### config.mk
export PLATFORM = sky130hd
export DESIGN_NAME = mux2_arbiter
export DESIGN_NICKNAME = d
export VERILOG_FILES = /design/src/rtl/mux2_arbiter_pkg.sv /design/src/rtl/mux2_arbiter_mux2.sv /design/src/rtl/mux2_arbiter.sv
export SDC_FILE = /design/constraint.sdc
export NUM_CORES = 1
export LEC_CHECK = 0
export ABC_AREA = 1
export ABC_CLOCK_PERIOD_IN_PS = 1500
export BUFFER_PORTS_ARGS = -buffer_cell sky130_fd_sc_hd__buf_4
export CAP_MARGIN = 30
export CORE_MARGIN = 2
export CORE_UTILIZATION = 40
export CTS_CLUSTER_DIAMETER = 80
export CTS_CLUSTER_SIZE = 30
export DETAILED_ROUTE_END_ITERATION = 16
export PLACE_DENSITY = 0.79
export SYNTH_ARGS = -nofsm -noshare
export SYNTH_HDL_FRONTEND = slang
export SYNTH_HIERARCHICAL = 1
export SYNTH_SLANG_ARGS = --single-unit
### constraint.sdc
create_clock -name clk -period 1.5 [get_ports clk]
set_input_delay 0.075 -clock clk [delete_from_list [all_inputs] [get_ports clk]]
set_output_delay 0.075 -clock clk [all_outputs]
set_load 0.02 [all_outputs]
### src/rtl/mux2_arbiter_pkg.sv
// Shared definitions for the two-source round-robin mux arbiter: FSM
// encodings and the sizing helper for the stall/timeout counter.
package mux2_arbiter_pkg;

    typedef enum logic [1:0] {
        IDLE = 2'd0,
        OWN0 = 2'd1,
        OWN1 = 2'd2
    } state_e;

    // Counter must be able to hold TIMEOUT itself without wrapping.
    function automatic int cnt_width(input int timeout);
        return $clog2(timeout + 1);
    endfunction

endpackage

### src/rtl/mux2_arbiter_mux2.sv
// One-bit 2:1 mux cell; the arbiter stamps out one per datapath bit.
module mux2_arbiter_mux2 (
    input  logic a_i,
    input  logic b_i,
    input  logic s_i,
    output logic y_o
);
    assign y_o = s_i ? b_i : a_i;
endmodule

### src/rtl/mux2_arbiter.sv
// Round-robin arbiter steering two packet sources onto one output channel.
// A grant is held until the owner's last beat is accepted or it stalls out.
module mux2_arbiter
    import mux2_arbiter_pkg::*;
#(
    parameter int WIDTH   = 8,
    parameter int TIMEOUT = 8
) (
    input  logic             clk,
    input  logic             rst,
    input  logic             req0,
    input  logic [WIDTH-1:0] data0,
    input  logic             last0,
    input  logic             req1,
    input  logic [WIDTH-1:0] data1,
    input  logic             last1,
    input  logic             out_ready,
    output logic             gnt0,
    output logic             gnt1,
    output logic             sel,
    output logic             out_valid,
    output logic [WIDTH-1:0] out_data,
    output logic             out_last,
    output logic             busy,
    output logic             timeout_err
);
    localparam int            CW       = cnt_width(TIMEOUT);
    localparam logic [CW-1:0] CNT_LAST = CW'(TIMEOUT - 1);

    state_e        state_q, state_d;
    logic          prio_q, prio_d;
    logic          sel_q, sel_d;
    logic [CW-1:0] idle_cnt_q, idle_cnt_d;
    logic          granted, accept, done, tmo;
    logic [WIDTH:0] mux_a, mux_b, mux_y;

    // Datapath: last rides along as the top bit so it is steered with the data.
    assign mux_a = {last0, data0};
    assign mux_b = {last1, data1};
    for (genvar j = 0; j <= WIDTH; j++) begin : g_mux
        mux2_arbiter_mux2 u_mux (
            .a_i (mux_a[j]),
            .b_i (mux_b[j]),
            .s_i (sel_q),
            .y_o (mux_y[j])
        );
    end
    assign out_data = mux_y[WIDTH-1:0];
    assign out_last = mux_y[WIDTH];
    assign sel      = sel_q;

    assign granted   = (state_q != IDLE);
    assign out_valid = (gnt0 & req0) | (gnt1 & req1);
    assign accept    = out_valid & out_ready;
    assign done      = accept & out_last;
    assign tmo       = granted & ~out_valid & (idle_cnt_q == CNT_LAST);

    always_ff @(posedge clk) begin
        if (rst) begin
            state_q    <= IDLE;
            prio_q     <= 1'b0;
            sel_q      <= 1'b0;
            idle_cnt_q <= '0;
        end else begin
            state_q    <= state_d;
            prio_q     <= prio_d;
            sel_q      <= sel_d;
            idle_cnt_q <= idle_cnt_d;
        end
    end

    // Release on done or stall; hand straight to the other source if it is waiting.
    always_comb begin
        state_d = state_q;
        prio_d  = prio_q;
        case (state_q)
            IDLE: begin
                if (req0 && req1) state_d = prio_q ? OWN1 : OWN0;
                else if (req0)    state_d = OWN0;
                else if (req1)    state_d = OWN1;
            end
            OWN0: begin
                if (done || tmo) begin
                    prio_d  = 1'b1;
                    state_d = req1 ? OWN1 : IDLE;
                end
            end
            OWN1: begin
                if (done || tmo) begin
                    prio_d  = 1'b0;
                    state_d = req0 ? OWN0 : IDLE;
                end
            end
            default: state_d = IDLE;
        endcase

        sel_d = sel_q;
        if (state_d == OWN0)      sel_d = 1'b0;
        else if (state_d == OWN1) sel_d = 1'b1;

        idle_cnt_d = idle_cnt_q;
        if (state_d != state_q || out_valid)  idle_cnt_d = '0;
        else if (granted && idle_cnt_q != '1) idle_cnt_d = idle_cnt_q + CW'(1);
    end

    always_comb begin
        gnt0        = (state_q == OWN0);
        gnt1        = (state_q == OWN1);
        busy        = (state_q != IDLE);
        timeout_err = tmo;
    end

endmodule

==> results of run 1 <==
layout by cell type, fill, tap and decap left out, drive strengths merged:
cell	instances
o21ai	5
nand3	6
a21boi	1
xor2	1
or2	2
nand4	2
nand2	54
ha	5
nor2	11
a31oi	3
dlygate4sd3	1
a21oi	3
buf	63
inv	24
clkbuf	4
dfxtp	8
clkinv	1
flip-flops by register name, summed over array words and instances, names as in the netlist:
| register | count |
|---|---|
| state_q | 2 |
| sel | 1 |
| prio_q | 1 |
| idle_cnt_q | 4 |
critical path, delay by kind of cell (launching register included):
family	cells	cell delay (ns)
flip-flops	1	0.40
adder cells (fa/ha/maj)	1	0.16
buffers and inverters	2	0.11
AND/OR/NAND/NOR	12	1.02
area by class of cell:
| class | count | area (µm²) |
|---|---|---|
| clock buffer | 4 | 26.3 |
| sequential | 8 | 171 |
| multi-input combinational | 93 | 553 |
| tap | 25 | 31.3 |
| inverter | 25 | 106 |
| fill | 118 | 340 |
| timing repair buffer | 64 | 498 |
cell families after synthesis:
| kind of cell | Yosys count |
|---|---|
| xor+xnor | 1 |
| fa+ha+maj | 5 |
| compound gates | 12 |
| flops | 8 |
| simple gates | 75 |
| buf+inv | 25 |
what timing repair did:
action                                  4_1_cts  5_1_grt
resized for setup                             3        9
pin swaps                                     5        2
hold buffers                                  1        0
endpoints found under the setup margin        7        7
setup buffers                                 3        6
endpoints found under the hold margin         2        0
worst paths after layout:
| path | from | end | slack, ns | cells past startpoint |
|---|---|---|---|---|
| max reg2reg | state_q[1]$_SDFF_PP0_ | idle_cnt_q[2]$_SDFFE_PP0P_ | -0.28 | 15 |
| max | state_q[1]$_SDFF_PP0_ | idle_cnt_q[2]$_SDFFE_PP0P_ | -0.28 | 15 |
| min reg2reg | prio_q$_SDFFE_PP0P_ | prio_q$_SDFFE_PP0P_ | 0.55 | 2 |
| min | out_ready | prio_q$_SDFFE_PP0P_ | 0.37 | 8 |
layer usage:
layer  part of all wire (%)  track usage [%]  vias up
met2                     48             39.2       42
met4                    2.1             9.44        0
met1                     41             19.9      433
met3                    9.0             4.62        6
li1                       -                -      521
met5                      0                0        -
power groups by stage:
| stage | Sequential [mW] | Combinational, mW | Clock (mW) |
|---|---|---|---|
| 4_1_cts | 0.262 | 0.685 | 0.196 |
| 5_1_grt | 0.264 | 0.826 | 0.206 |
| 2_1_floorplan | 0.282 | 0.350 | 0 |
| 3_3_place_gp | 0.264 | 0.637 | 0 |
| 6_report | 0.262 | 0.769 | 0.200 |
| 3_5_place_dp | 0.265 | 0.649 | 0 |
==> metrics.txt, run 1 <==
status complete, but fails checks; failing checks setup timing; compound-gate portion of the synthesized area 9.08%; Reg power frac 21.3%; crit-path max cell delay 0.40 ns; Comb power frac 62.5%; CTS Buf Count 3; Synth Register Bits 8; area growth from synthesis to final layout 89.7%; Synth Area in Simple Gates 46.4%; cell area after layout 0.00139 mm²; Syn Inst Count 126; Post-DP HPWL 1.70 mm; syn_nets 154; mapped cell area 731 µm²; ANT cells 0; unrepaired setup endpoints after global routing yes; leakage 0.743 nW; clock root buffer clkbuf_4; WL/cell 11.3 µm; Pre-antenna DRT Iters 4; CTS tree done; Nets 223; Post-DP Area 0.00125 mm²; Post-Synth Adder-Cell Area 8.56%; worst slack, placed -0.136 ns; H-tree Lvls 1; Slew Limit Fails 0; Tightest Hold Check Type in2reg; Row Count 15; P_int 0.729 mW; CP Max Fanout 6; clock-pin slew on the worst setup and hold paths 0.07 ns; Die X 46.7 µm; Peak VDD IR 0.657 mV; final setup vio count 7; routability cong. 0.948; Initial Util 42.3%; Setup CP Type reg2reg; Post-DRT Antenna Nets 0; die height 46.7 µm; Tightest Pin Transition 0.281 ns; DRT Wirelength 2.48 mm; total gr overflow 0; share of cells above drive strength 1 49.5%; Synth Area per Inst 5.80 µm²; post-synth top area cell nand2_1; DRC violation total after the first TritonRoute iteration 10; final hold violations 0; most frequent CP cell nand2_1; Cell Chain, Critical Path inv_4 > ha_4 > clkinv_4 > nand2_4 > nor2_4 > nand2_4 > nand2_2 > nand2_1 > nand2_1 > nand2_1 > nand2_2 > nand3_1 > nand2_1 > nand2_2 > nor2_1; Remaining DRCs 0; Final Core Density 80.3%; power density over cell area 888 mW/mm²; Max Cap Viol 0; Arr. time, crit path 1.98 ns; min cycle time layout 1.78 ns; vias in the first global route 811; Synth async-reset ratio 0%; max_slew headroom 81.1%; Synth cell types 19; first-pass GRT wire length 3.11 mm; ys flop type dfxtp_1; part of the power in the clock network 16.3%; drt via density 4.58; EDFF count, synth 0; YS warnings 6; Hold WS 0.369 ns; main combinational cell family by area after synthesis simple AND/OR/NAND/NOR gates; XOR/XNOR Fraction of Synth Area 1.20%; Commonest cells post-synth nand2_1 (46), inv_1 (23), nor2_1 (9), dfxtp_1 (8), nand2_2 (7); initial antenna violation count 0; worst-skew pair later-pin latency 0.28 ns; largest net degree at the start of global routing 19; Finished Layout Cells 219; switching share of power 40.8%; Top Ports 38; Final Skew 0.0137 ns; slowest CP cell dfxtp_4; final setup TNS -1.51 ns; Final Cycle Share 118%; FMAX 563 MHz; Critical Path RT 1.70 ns; top cell type's share of synthesized area 23.6%; Die Footprint 0.00218 mm²; GRT Total Usage 20.1%; Max clock buf depth 2; most common cell in the netlist nand2_1; Via Count 1002; PortBufs 37; Placeable Area 0.00173 mm²; Cell Count Post-Placement 205; startpoint types register; mux cell area share after synthesis 0%; Area contributors post-synth nand2_1 (24%), dfxtp_1 (22%), inv_1 (12%), ha_1 (8.6%), nand2_2 (6.0%); Total Power 1.23 mW; NetSw 0.502 mW; Setup WS post-layout -0.276 ns; CTS Sinks 8; sequential area share after synthesis 21.9%; CP Capture Type register
Note: power is estimated with default switching activity, not from simulation.
==> run 2, diff against run 1 <==
--- a/config.mk
+++ b/config.mk
@@ -15,6 +15,7 @@
 export CTS_CLUSTER_SIZE = 30
 export DETAILED_ROUTE_END_ITERATION = 16
 export PLACE_DENSITY = 0.79
+export SETUP_SLACK_MARGIN = 0.5
 export SYNTH_ARGS = -nofsm -noshare
 export SYNTH_HDL_FRONTEND = slang
 export SYNTH_HIERARCHICAL = 1
==> metrics.txt, run 2 (synthesis results as in run 1) <==
status complete, but fails checks; failing checks setup timing; first-pass GRT wire length 3.99 mm (+28%); DRT Wirelength 4.07 mm (+64%); power density over cell area 900 mW/mm² (+1.4%); largest net degree at the start of global routing 10 (-9); clock-pin slew on the worst setup and hold paths 0.06 ns (about the same); Critical Path RT 1.65 ns (-0.05 ns); max_slew headroom 64.4% (-17 points); Post-DRT Antenna Nets 0 (unchanged); crit-path max cell delay 0.37 ns (-0.03 ns); ANT cells 0 (unchanged); CTS tree done; Nets 229 (+2.7%); Die Footprint 0.00218 mm² (unchanged); Tightest Hold Check Type in2reg; CTS Sinks 8 (unchanged); FMAX 536 MHz (-4.7%); Max clock buf depth 2 (unchanged); leakage 0.844 nW (+14%); Final Skew 0.00249 ns (-0.0112 ns); area growth from synthesis to final layout 122%; Post-DP HPWL 1.88 mm (+10%); CTS Buf Count 3 (unchanged); most frequent CP cell nand2_4; Largest regs idle_cnt_q (4), state_q (2); Row Count 15 (unchanged); Max Cap Viol 0 (unchanged); final hold violations 0 (unchanged); Finished Layout Cells 225 (+2.7%); most frequent cells in the layout buf_4 (45), nand2_1 (25), nand2_2 (20), buf_6 (20), inv_1 (11); Setup CP Type reg2reg; Die X 46.7 µm (unchanged); Pre-antenna DRT Iters 4 (unchanged); Hold WS 0.134 ns (-0.234 ns); Final Cycle Share 124% (+5.8 points); vias in the first global route 990 (+22%); min cycle time layout 1.86 ns (+0.0877 ns); total gr overflow 0 (unchanged); Peak VDD IR 0.786 mV (+20%); Final Core Density 94.0% (+14 points); startpoint types register; DRC violation total after the first TritonRoute iteration 82 (+72); Largest Register idle_cnt_q; WL/cell 18.1 µm (+60%); slowest CP cell dfxtp_4; die height 46.7 µm (unchanged); routability cong. 0.855 (-9.8%); PortBufs 37 (unchanged); initial antenna violation count 0 (unchanged); Setup WS post-layout -0.364 ns (-0.0877 ns); clock root buffer clkbuf_4; Slew Limit Fails 0 (unchanged); worst-skew pair later-pin latency 0.27 ns (about the same); GRT Total Usage 27.2% (+7.0 points); Remaining DRCs 0 (unchanged); drt via density 5.42 (+19%); Cell Count Post-Placement 203 (-0.98%); Initial Util 42.3% (unchanged); final setup vio count 9 (+2); H-tree Lvls 1 (unchanged); most common cell after layout, fill and taps aside buf_4; Arr. time, crit path 2.02 ns (+0.04 ns); Cell Chain, Critical Path buf_4 > ha_4 > nand2_4 > nand2_4 > inv_4 > nand2_4 > nand4_1 > nand3_4 > nand2_4 > buf_4 > o21ai_1 > a21oi_1; Via Count 1220 (+22%); share of cells above drive strength 1 63.5% (+14 points); max reg flops 4 (unchanged); unrepaired setup endpoints after global routing yes; CP Capture Type register; Placeable Area 0.00173 mm² (unchanged); CP Max Fanout 6 (unchanged); Top Ports 38 (unchanged); Tightest Pin Transition 0.528 ns (+0.247 ns)
run 2: layout make-up:
class                      instances  area [µm²]
fill                              58         104
inverter                          25         121
clock buffer                       4        26.3
sequential                         8         171
multi-input combinational         93         617
timing repair buffer              70         656
tap                               25        31.3
run 2: metrics by stage:
| step | TNS (ns) | setup slack [ns] | power, mW | cell area [µm²] |
|---|---|---|---|---|
| 3_5_place_dp | -0.755 | -0.168 | 0.904 | 1230 |
| 2_1_floorplan | -0.240 | -0.0641 | 0.634 | 812 |
| 6_report | -2.27 | -0.364 | 1.46 | 1620 |
| 3_3_place_gp | -0.447 | -0.108 | 0.887 | 1230 |
| 5_1_grt | -2.81 | -0.429 | 1.52 | 1620 |
| 4_1_cts | -0.804 | -0.155 | 1.26 | 1460 |
run 2: path summary, 6_finish.rpt:
path                                            start             endpoint  slack [ns]  cells past startpoint
worst min register to register    prio_q$_SDFFE_PP0P_  prio_q$_SDFFE_PP0P_        0.53                      2
worst min-delay path                              rst  prio_q$_SDFFE_PP0P_        0.13                      4
worst max-delay path            state_q[0]$_SDFF_PP0_     sel$_SDFFE_PP0N_       -0.36                     12
worst max register to register  state_q[0]$_SDFF_PP0_     sel$_SDFFE_PP0N_       -0.36                     12
run 2: repair_timing:
item / in CTS / in global routing
hold buffers: 1 / 0
endpoints found under the setup margin: 22 / 23
pin swaps: 14 / 3
gates resized for setup: 39 / 27
endpoints found under the hold margin: 2 / 0
setup buffers: 8 / 7
cloned: 1 / 1
run 2: worst max-delay path, delay by kind of cell, from the launching register on:
family / cells / cell delay, ns
fa+ha+maj: 1 / 0.16
flops: 1 / 0.37
buf+inv: 3 / 0.30
simple gates: 6 / 0.64
compound gates: 2 / 0.25
run 2: layer usage:
metal / vias up / track usage [%] / share of wire, % / wire (µm)
met2: 96 / 55.0 / 49 / 2010
met5: - / 0 / 0 / 0
met4: 0 / 16.1 / 6.0 / 245
li1: 535 / - / - / -
met1: 557 / 23.0 / 35 / 1420
met3: 32 / 7.31 / 9.6 / 389
run 2: power by group:
part | switching [mW] | internal, mW
sequential | 0.0234 | 0.237
combinational | 0.508 | 0.497
clock | 0.0919 | 0.103
total | 0.624 | 0.837
==> run 3, diff against run 2 <==
--- a/config.mk
+++ b/config.mk
@@ -10,7 +10,7 @@
 export BUFFER_PORTS_ARGS = -buffer_cell sky130_fd_sc_hd__buf_4
 export CAP_MARGIN = 30
 export CORE_MARGIN = 2
-export CORE_UTILIZATION = 40
+export CORE_UTILIZATION = 41
 export CTS_CLUSTER_DIAMETER = 80
 export CTS_CLUSTER_SIZE = 30
 export DETAILED_ROUTE_END_ITERATION = 16
@@ -18,5 +18,4 @@
 export SETUP_SLACK_MARGIN = 0.5
 export SYNTH_ARGS = -nofsm -noshare
 export SYNTH_HDL_FRONTEND = slang
-export SYNTH_HIERARCHICAL = 1
 export SYNTH_SLANG_ARGS = --single-unit
==> metrics.txt, run 3 <==
Total Power 1.27 mW (-13%); GRT Total Usage 21.9% (-5.3 points); fill cell count 111 (+91%); CP Capture Type register; Tightest Hold Check Type in2reg; Arr. time, crit path 1.92 ns (-0.10 ns); Commonest cells post-synth nand2_1 (35), nand2_2 (9); number of cells on the worst hold path 3 (-1); drt via density 4.83 (-11%); YS warnings 0 (-6); Peak VDD IR 0.706 mV (-10%); Final Skew 0.0158 ns (+0.0133 ns); routability cong. 0.933 (+9.1%); die height 48.2 µm (+3.1%); FMAX 584 MHz (+8.8%); Setup WS post-layout -0.214 ns (+0.150 ns); Die Footprint 0.00232 mm² (+6.3%); CP Max Fanout 5 (-1); Row Count 15 (unchanged); Max clock buf depth 2 (unchanged); leakage 0.706 nW (-16%); first-pass GRT wire length 3.50 mm (-12%); Slew Limit Fails 0 (unchanged); DRT Wirelength 2.50 mm (-39%); final setup vio count 8 (-1); unrepaired setup endpoints after global routing yes; Post-DRT Antenna Nets 0 (unchanged); Cell Count Post-Placement 184 (-9.4%); top cell type's share of synthesized area 20.0% (-3.6 points); Largest regs idle_cnt_q (4), state_q (2); clock root buffer clkbuf_4; cell depth of the worst flop-to-flop path 15 (+3); largest net degree at the start of global routing 11 (+1); Setup CP Type reg2reg; Post-DP HPWL 1.74 mm (-7.7%); final setup TNS -1.28 ns (+0.990 ns); Max Cap Viol 0 (unchanged); CTS tree done; Pre-antenna DRT Iters 4 (unchanged); ys flop type dfxtp_1; power density over cell area 890 mW/mm² (-1.2%); max_slew headroom 70.8% (+6.3 points); Finished Layout Cells 197 (-12%); mapped cell area 801 µm² (+9.6%); Synth Register Bits 8 (unchanged); final hold violations 0 (unchanged); Tightest Pin Transition 0.434 ns (-0.0942 ns); clock-pin slew on the worst setup and hold paths 0.07 ns (about the same); most frequent cells in the layout buf_4 (45), nand2_1 (32), buf_6 (13); sequential area share after synthesis 20.0% (-1.9 points); startpoint types register; worst-skew pair later-pin latency 0.27 ns (about the same); post-synth top area cell dfxtp_1; ANT cells 0 (unchanged); area growth from synthesis to final layout 78.7%; Critical Path RT 1.71 ns (+0.06 ns); failing checks setup timing; cell area after layout 0.00143 mm² (-12%); crit-path max cell delay 0.40 ns (+0.03 ns); Synth async-reset ratio 0% (unchanged); Cell Chain, Critical Path inv_6 > ha_4 > clkinv_4 > nand2_4 > nor2_4 > nand2_4 > nand2_2 > nand2_1 > nand2_1 > nand2_1 > nand2_2 > nand2_2 > buf_6 > buf_6 > nor2_1; DRC violation total after the first TritonRoute iteration 8 (-90%); WL/cell 12.7 µm (-30%); most common cell in the netlist nand2_1; Initial Util 44.9% (+2.6 points); vias in the first global route 873 (-12%); syn_nets 145 (-5.8%); Area contributors post-synth dfxtp_1 (20%), nand2_1 (16%), ha_1 (7.8%), buf_4 (7.5%), nand2_2 (7.0%); EDFF count, synth 0 (unchanged); initial antenna violation count 0 (unchanged); PortBufs 37 (unchanged); Hold WS 0.128 ns (-0.00599 ns); Placeable Area 0.00178 mm² (+3.3%); total gr overflow 0 (unchanged); Largest Register idle_cnt_q; Synth Area per Inst 6.84 µm² (+18%); status complete, but fails checks; worst slack, placed -0.153 ns (+0.0154 ns); Post-DP Area 0.00122 mm² (-0.81%); max reg flops 4 (unchanged); H-tree Lvls 1 (unchanged); slowest CP cell dfxtp_4; Syn Inst Count 117 (-7.1%); Remaining DRCs 0 (unchanged); share of cells above drive strength 1 59.9% (-3.6 points); Final Core Density 80.3% (-14 points); CTS Buf Count 3 (unchanged); Die X 48.2 µm (+3.1%); most common cell after layout, fill and taps aside buf_4; Top Ports 38 (unchanged); Synth cell types 23 (+4); min cycle time layout 1.71 ns (-0.150 ns); Via Count 951 (-22%); CTS Sinks 8 (unchanged); Final Cycle Share 114% (-10 points); Nets 201 (-12%)
run 3: cell type report:
class / count / area (µm²) / area share, %
clock buffers: 4 / 26.3 / 1.84
multi-input cells: 89 / 644 / 45.0
inverters: 11 / 56.3 / 3.93
flip-flops and latches: 8 / 169 / 11.8
repair buffers: 60 / 504 / 35.2
well taps: 25 / 31.3 / 2.19
run 3: logic make-up after synthesis:
logic type / Yosys count / synth area share [%]
compound gates: 12 / 8.91
xor+xnor: 1 / 1.09
simple gates: 71 / 48.1
buf+inv: 20 / 14.1
flops: 8 / 20.0
fa+ha+maj: 5 / 7.81
run 3: where the power goes:
group / internal, mW / leakage [nW] / switching [mW] / total, mW
Clock: 0.102 / 0.0150 / 0.0883 / 0.191
Combinational: 0.394 / 0.624 / 0.416 / 0.810
Sequential: 0.240 / 0.0670 / 0.0327 / 0.273
Total: 0.737 / 0.706 / 0.537 / 1.27
run 3: timing repair:
action                                  CTS  global route
pin swaps                                14            16
buffers inserted                          5             2
endpoints found under the setup margin   23            23
gates cloned                              0             0
endpoints found under the hold margin     2             0
hold buffers                              2             0
gates resized for setup                  18            11
run 3: critical path: cells and delay by family, from the launching register on:
family / cells / cell delay, ns
buffers and inverters: 4 / 0.33
and+or+nand+nor: 10 / 0.74
adders and majority gates: 1 / 0.17
DFF: 1 / 0.40
run 3: final timing paths:
kind / from / end / slack (ns)
setup / recovery: state_q[0]$_SDFF_PP0_ / state_q[1]$_SDFF_PP0_ / -0.21
hold / removal: rst / sel$_SDFFE_PP0N_ / 0.13
setup reg to reg: state_q[0]$_SDFF_PP0_ / state_q[1]$_SDFF_PP0_ / -0.21
hold reg to reg: prio_q$_SDFFE_PP0P_ / prio_q$_SDFFE_PP0P_ / 0.50
run 3: layer usage:
layer	GRT usage, %	vias to the layer above	share of wire, %
met4	8.65	0	2.1
li1	-	476	-
met5	0	-	0
met1	21.3	432	38
met2	43.4	37	52
met3	4.81	6	8.1
